## config.mk

```make
export PLATFORM = sky130hd
export DESIGN_NAME = op_feed
export DESIGN_NICKNAME = d
export VERILOG_FILES = /design/src/rtl/op_feed.sv
export SDC_FILE = /design/constraint.sdc
export NUM_CORES = 1
export LEC_CHECK = 0
export BUFFER_PORTS_ARGS = -buffer_cell sky130_fd_sc_hd__buf_2
export CAP_MARGIN = 20
export CORE_AREA = 5 5 159 161
export CTS_BUF_LIST = sky130_fd_sc_hd__clkbuf_2
export DETAILED_ROUTE_END_ITERATION = 8
export DIE_AREA = 0 0 164 166
export PLACE_DENSITY_LB_ADDON = 0.2
export SLEW_MARGIN = 20
export SYNTH_ARGS = -nofsm -noshare
export SYNTH_HDL_FRONTEND = slang
export SYNTH_SLANG_ARGS = --single-unit
```

## constraint.sdc

```tcl
create_clock -name clk -period 2.7 [get_ports clk]
set_input_delay 0.54 -clock clk [delete_from_list [all_inputs] [get_ports clk]]
set_output_delay 0.54 -clock clk [all_outputs]
set_load 0.05 [all_outputs]
```

## src/rtl/op_feed.sv

```systemverilog
// Operand FIFO feeding a registered op stage; a/b/mode update only on pop.
// Optional sticky underrun flag and saturating counter under OP_FEED_UNDERRUN_EN.
module op_feed #(
    parameter int W     = 32,
    parameter int DEPTH = 4
) (
    input  logic                     clk,
    input  logic                     rst,
    input  logic                     in_valid,
    output logic                     in_ready,
    input  logic [W-1:0]             in_a,
    input  logic [W-1:0]             in_b,
    input  logic                     in_mode,
    input  logic                     issue_en,
    output logic [W-1:0]             a,
    output logic [W-1:0]             b,
    output logic                     mode,
    output logic                     out_valid,
    output logic [$clog2(DEPTH):0]   count,
    output logic                     underrun,
    output logic [7:0]               underrun_cnt
);

    localparam int AW = $clog2(DEPTH);
    localparam int CW = AW + 1;
    localparam int EW = 2 * W + 1;

    typedef enum logic [1:0] {
        EMPTY,
        PARTIAL,
        FULL
    } state_t;

    state_t         state;
    state_t         state_nxt;
    logic [CW-1:0]  count_nxt;
    logic [AW-1:0]  wptr;
    logic [AW-1:0]  rptr;
    logic [EW-1:0]  mem [DEPTH];
    logic           push;
    logic           pop;

    assign in_ready = (state != FULL);
    assign push     = in_valid && in_ready;
    assign pop      = issue_en && (state != EMPTY);

    always_comb begin
        state_nxt = state;
        count_nxt = count;
        unique case (state)
            EMPTY: begin
                if (push) begin
                    count_nxt = CW'(1);
                    state_nxt = PARTIAL;
                end
            end
            PARTIAL: begin
                if (push && !pop) begin
                    count_nxt = count + CW'(1);
                    state_nxt = (count_nxt == CW'(DEPTH)) ? FULL : PARTIAL;
                end else if (pop && !push) begin
                    count_nxt = count - CW'(1);
                    state_nxt = (count_nxt == '0) ? EMPTY : PARTIAL;
                end
            end
            FULL: begin
                // push is blocked while full, so only a pop can move us
                if (pop) begin
                    count_nxt = count - CW'(1);
                    state_nxt = PARTIAL;
                end
            end
            default: begin
                state_nxt = EMPTY;
                count_nxt = '0;
            end
        endcase
    end

    // Storage carries no reset; stale entries are unreachable after reset.
    always_ff @(posedge clk) begin
        if (push) begin
            mem[wptr] <= {in_mode, in_a, in_b};
        end
    end

    always_ff @(posedge clk or negedge rst) begin
        if (!rst) begin
            state     <= EMPTY;
            count     <= '0;
            wptr      <= '0;
            rptr      <= '0;
            a         <= '0;
            b         <= '0;
            mode      <= 1'b0;
            out_valid <= 1'b0;
        end else begin
            state     <= state_nxt;
            count     <= count_nxt;
            out_valid <= pop;
            if (push) begin
                wptr <= wptr + AW'(1);
            end
            if (pop) begin
                rptr              <= rptr + AW'(1);
                {mode, a, b}      <= mem[rptr];
            end
        end
    end

`ifdef OP_FEED_UNDERRUN_EN
    logic       und_flag;
    logic [7:0] und_cnt;

    always_ff @(posedge clk or negedge rst) begin
        if (!rst) begin
            und_flag <= 1'b0;
            und_cnt  <= '0;
        end else if (issue_en && (state == EMPTY)) begin
            und_flag <= 1'b1;
            if (und_cnt != 8'hff) begin
                und_cnt <= und_cnt + 8'd1;
            end
        end
    end

    assign underrun     = und_flag;
    assign underrun_cnt = und_cnt;
`else
    assign underrun     = 1'b0;
    assign underrun_cnt = '0;
`endif

endmodule

```

==> flow_metrics.tcl, run 1 <==
set metrics [dict create \
    htree_levels 3 \
    cp-end-kind "primary output" \
    min_period_ns 2.48 \
    ff2ff_path_depth 7 \
    met1_usage_pct 24.0 \
    worstHoldEndpoint "wptr[0]$_DFFE_PN0P_" \
    grt_pass1_wl_mm 39.7 \
    synth_top_area_cell "edfxtp_1" \
    finalNonFillerCells 1350 \
    ant_nets 0 \
    wl_mm 24.6 \
    gp_congestion 0.772 \
    synth_top_cell_area_share_pct 62.0 \
    grt_pass1_vias 7599 \
    hold_path_class "in -> reg" \
    fp.coreArea_mm2 0.0238 \
    io_buffers 138 \
    die_h_um 166 \
    dp_cells 1137 \
    finalSetupViolations 0 \
    peakVddDrop_mv 0.653 \
    leakage_uw 0.00604 \
    crit_path_start_kind "flip-flop" \
    rsz0062_at_grt "no" \
    num_rows 57 \
    synth_common_cells "edfxtp_1, nand2_1, dfrtp_1" \
    synth-seq-area-share_pct 76.9 \
    area_growth_syn_to_layout_pct 19.6 \
    drtPass1Iterations 4 \
    drt_iter0_drc 459 \
    worstReg2RegEnd "count[2]$_DFFE_PN0P_" \
    synth_area_leaders "edfxtp_1, dfrtp_1, mux4_2" \
    postPlaceCellArea_mm2 0.0137 \
    post_cts_buffers 0 \
    synth_edf_count 260 \
    crit_path_start "state[0]$_DFFE_PN0P_" \
    arrival_ns 1.94 \
    worstHoldStart "in_valid" \
    final.setup.tns_ns 0 \
    gr-usage-met3_pct 4.44 \
    grt-ovfl-total 0 \
    path_class "reg -> out" \
    cts_buffers 79 \
    syn-cell-area_mm2 0.0126 \
    hpwl_mm 13.6 \
    dieArea_mm2 0.0272 \
    start_util_pct 52.8 \
    yosysWarnings 0 \
    fin_area_mm2 0.0151 \
    async_flop_share_pct 22.4 \
    max_stage_delay_ns 0.51 \
    vias 6835 \
    crit_slowest_cell "dfrtp_2" \
    crit_fanout 12 \
    fmax_mhz 403 \
    min_path_cells 3 \
    power.density_mw_per_mm2 1090 \
    synth_area_per_cell_um2 18.1 \
    cts_tree "done" \
    yosysMostFrequentCell "edfxtp_1" \
    synth-main-ff-cell "edfxtp_1" \
    run_status "complete, no violations" \
    drv_slew 0 \
    final-hold-violation-count 0 \
    synth.distinct_cells 34 \
    grt_usage_pct 18.8 \
    finalCritPeriodShare_pct 91.9 \
    r2r-start "state[1]$_DFFE_PN0P_" \
    vias_per_cell 5.06 \
    cts_buffer_depth 3 \
    relSlewSlack_pct 43.9 \
    layout-drive-gt1-share_pct 35.4 \
    cp.required_ns 2.16 \
    path_clk_slew_ns 0.11 \
    top_usage_layer "met2" \
    insertion_delay_ns 0.81 \
    cts.sinks 335 \
    synth-seq-cells 335 \
    clock_tree.root_cell "clkbuf_2" \
    fp.dieW_um 164 \
    grt_max_degree 67 \
    io_pins 148 \
    r2r_setup_slack_ns 0.32 \
    use_met2_pct 31.4 \
    drv_cap 0 \
    skew_ns 0.0743 \
    drc 0 \
    worstPathCellList "nand2b_2, buf_2" \
    antenna_found_initial 2 \
    final_net_count 1039 \
    worstMarginPinSlew_ns 0.841 \
    routedWlPerCell_um 18.2 \
    synthCells 694 \
]
final cells by class:
class / count / area, µm²
sequential: 335 / 9690
fill: 1807 / 8770
multi-input combinational: 316 / 2640
timing repair buffer: 219 / 1570
clock buffer: 128 / 641
tap: 324 / 405
clock inverter: 17 / 70.1
inverter: 10 / 37.5
antenna: 1 / 2.50
routing by layer:
| metal | up-vias | routed length [µm] |
|---|---|---|
| met5 | - | 7 |
| met4 | 2 | 486 |
| met3 | 44 | 1540 |
| met2 | 214 | 12500 |
| met1 | 3428 | 10000 |
| li1 | 3147 | - |
placed cells by master (no fill, tap or decap), types with 4 or more instances in the layout:
| cell | n |
|---|---|
| buf_2 | 137 |
| mux4_2 | 65 |
| clkinv_1 | 13 |
| ha_1 | 9 |
| buf_12 | 8 |
| buf_4 | 7 |
| edfxtp_1 | 260 |
| and3_4 | 4 |
| clkbuf_2 | 128 |
| nand2_1 | 199 |
| inv_1 | 9 |
| conb_1 | 9 |
| dlygate4sd3_1 | 67 |
| dfrtp_1 | 72 |
stage by stage:
stage          hold WS [ns]  power, µW  util [%]  worst slack [ns]
5_1_grt              0.0558      17500      63.2            0.0696
2_1_floorplan         0.244      12000         -            0.0662
4_1_cts              0.0176      16700      63.2           0.00289
3_3_place_gp          0.452      13300      57.4             0.490
3_5_place_dp          0.457      13500      57.4             0.250
6_report              0.107      16400      63.2             0.218
flip-flops by register name, indices dropped and copies added, names as in the netlist:
name / cells
a: 32
b: 32
count: 3
mem: 260
mode: 1
out_valid: 1
rptr: 2
state: 2
wptr: 2
power breakdown:
group / switching, µW / internal [µW] / total, µW
combinational: 3670 / 2030 / 5700
clock: 1870 / 1240 / 3110
sequential: 714 / 6920 / 7640
total: 6260 / 10200 / 16400
cells by family after synthesis:
logic type	Yosys count	share of synthesized area, %
compound gates	13	0.716
flops	335	76.9
other cells	1	0.0298
simple gates	212	6.58
fa+ha+maj	9	0.895
mux	68	11.9
xor+xnor	5	0.348
buf+inv	51	2.61
critical path, delay by kind of cell, from the launching register on:
family	cells	cell delay (ns)
DFF	1	0.51
buffers and inverters	1	0.32
and+or+nand+nor	1	0.32
worst max path at each step:
stage / to / slack (ns) / cells after the start
4_1_cts: in_ready / 0.003 / 2
3_3_place_gp: state[1]$_DFFE_PN0P_ / 0.49 / 6
6_report: in_ready / 0.22 / 2
2_1_floorplan: mem[1][0]$_DFFE_PP_ / 0.07 / 4
3_5_place_dp: count[2]$_DFFE_PN0P_ / 0.25 / 7
5_1_grt: in_ready / 0.07 / 2
what timing repair did:
item | CTS | global route
gates resized for setup | 1 | 1
hold endpoints to repair | 310 | 0
endpoints found under the setup margin | 1 | 1
gates cloned | 0 | 0
hold buffers | 67 | 0
No activity file was read; power rests on OpenSTA's default activity.
==> inputs of run 2 (changes only) <==
- RECOVER_POWER: unset -> 25
==> run 2 against run 1 <==
  * Clock-buffer cell count is the same
  * Worst setup slack gained 0.012 ns
  * Fmax grew 0.49%
  * Design area shrank 0.45%
  * First-iteration DRC count shrank 1.7%
  * Clock power is essentially flat
  * Flip-flop and latch count is the same
  * Core utilization shrank 0.28 points
  * Critical path depth is the same
  * Highest routed layer unchanged
==> flow_metrics.tcl, run 2 (synthesis results as in run 1) <==
set metrics [dict create \
    run_status "complete, no violations" \
    crit_slowest_cell "dfrtp_2" \
    cts_tree "done" \
    worstHoldStart "in_valid" \
    fmax_mhz 405 \
    gp_congestion 0.772 \
    insertion_delay_ns 0.81 \
    layout-drive-gt1-share_pct 30.1 \
    cts_buffers 79 \
    drc 0 \
    final-hold-violation-count 0 \
    post_cts_buffers 0 \
    finalSetupViolations 0 \
    layout_common_cells "edfxtp_1, nand2_1, clkbuf_2, buf_2, dfrtp_1" \
    nFillCells 1841 \
    r2r_setup_slack_ns 0.32 \
    worstReg2RegEnd "count[2]$_DFFE_PN0P_" \
    hold_path_class "in -> reg" \
    fp.dieW_um 164 \
    regMostFlops "mem" \
    leakage_uw 0.00589 \
    fp.coreArea_mm2 0.0238 \
    path_clk_slew_ns 0.11 \
    regArea_mm2 0.00969 \
    final.setup.tns_ns 0 \
    clock_tree.root_cell "clkbuf_2" \
    crit_cells 2 \
    htree_levels 3 \
    io_buffers 138 \
    relSlewSlack_pct 44.4 \
    cts_buffer_depth 3 \
    critPathBufInv 1 \
    num_rows 57 \
    peakVddDrop_mv 0.652 \
    start_util_pct 52.8 \
    drtPass1Iterations 4 \
    arrival_ns 1.93 \
    max_stage_delay_ns 0.51 \
    crit_path_start_kind "flip-flop" \
    grt_pass1_vias 7599 \
    cts.sinks 335 \
    die_h_um 166 \
    min_path_cells 3 \
    reg_top3 "mem x260, a x32, b x32" \
    cp-end-kind "primary output" \
    critPathTopFamily "flip-flops" \
    hpwl_mm 13.6 \
    worstHoldEndpoint "wptr[0]$_DFFE_PN0P_" \
    grt-ovfl-total 0 \
    crit_fanout 12 \
    finalCritPeriodShare_pct 91.5 \
    r2r-start "state[1]$_DFFE_PN0P_" \
    ff2ff_path_depth 7 \
    routedWlPerCell_um 18.2 \
    multi_input_area_mm2 0.00264 \
    vias_per_cell 5.08 \
    drt_iter0_drc 451 \
    vias 6856 \
    drv_cap 0 \
    io_pins 148 \
    holdWs_ns 0.119 \
    grt_max_degree 67 \
    ant_nets 0 \
    largest_reg_flops 260 \
    skew_ns 0.0757 \
    power.density_mw_per_mm2 1100 \
    worstMarginPinSlew_ns 0.834 \
    path_class "reg -> out" \
    dieArea_mm2 0.0272 \
    final_common_cell "edfxtp_1" \
    wl_mm 24.6 \
    min_period_ns 2.47 \
    final_net_count 1039 \
    rsz0062_at_grt "no" \
    drv_slew 0 \
    cp.required_ns 2.16 \
    antenna_found_initial 2 \
    worstPathCellList "nand2b_2, buf_2" \
    grt_pass1_wl_mm 39.7 \
    area_growth_syn_to_layout_pct 19.0 \
    grt_usage_pct 18.8 \
]
## run 2: changes by cell type in the layout (fill, tap and decap cells not counted), sizes merged
cell / before / now
clkbuf: 128 / 182
buf: 152 / 98
## run 2: timing repair
| action | 4_1_cts | 5_1_grt |
|---|---|---|
| gates resized for setup | 1 | 1 |
| pin swaps | 0 | 0 |
| hold buffers | 67 | 0 |
| endpoints found under the hold margin | 310 | 0 |
| setup endpoints to repair | 1 | 1 |
## run 2: worst register-to-register path, cell delays in order (launching register included)
cell and delay (ns):
dfrtp_1 0.60, nand2b_2 0.25, nand2_1 0.17, inv_1 0.07
ha_1 0.36, a21oi_1 0.22, o22a_1 0.20, mux2_2 0.34
## run 2: worst max path at each step
stage | to | slack, ns | startpoint
after CTS | in_ready | 0.003 | state[0]$_DFFE_PN0P_
after detailed placement | count[2]$_DFFE_PN0P_ | 0.25 | state[0]$_DFFE_PN0P_
after floorplan | mem[1][0]$_DFFE_PP_ | 0.07 | state[1]$_DFFE_PN0P_
final | in_ready | 0.23 | state[0]$_DFFE_PN0P_
after global routing | in_ready | 0.07 | state[0]$_DFFE_PN0P_
after global placement | state[1]$_DFFE_PN0P_ | 0.49 | state[0]$_DFFE_PN0P_
## run 2: routing by layer
layer / up-vias / GRT usage, % / part of all wire [%]
li1: 3149 / - / -
met1: 3462 / 24.0 / 41
met2: 199 / 31.4 / 51
met3: 44 / 4.44 / 5.8
met4: 2 / 7.26 / 2.0
met5: - / 0 / 0.029
## run 2: area by class of cell
class	instances	area share, %
inverters	10	0.250
clock buffers	128	4.27
flip-flops and latches	335	64.7
clock inverters	17	0.468
multi-input cells	316	17.6
diodes	1	0.0167
repair buffers	219	10.0
well taps	324	2.71
## run 2: through the flow
step / cell area, µm² / total power (µW) / instances / util [%] / worst slack (ns)
2_1_floorplan: 12600 / 12000 / 702 / - / 0.0662
3_3_place_gp: 13700 / 13300 / 1137 / 57.4 / 0.490
3_5_place_dp: 13700 / 13500 / 1137 / 57.4 / 0.250
4_1_cts: 15000 / 16700 / 1349 / 63.2 / 0.00289
5_1_grt: 15000 / 17500 / 1350 / 62.9 / 0.0696
6_report: 15000 / 16400 / 1350 / 62.9 / 0.230
## run 2: power breakdown
part	internal, µW	switching, µW
Clock	1240	1870
Combinational	2020	3670
Sequential	6920	718
Total	10200	6260
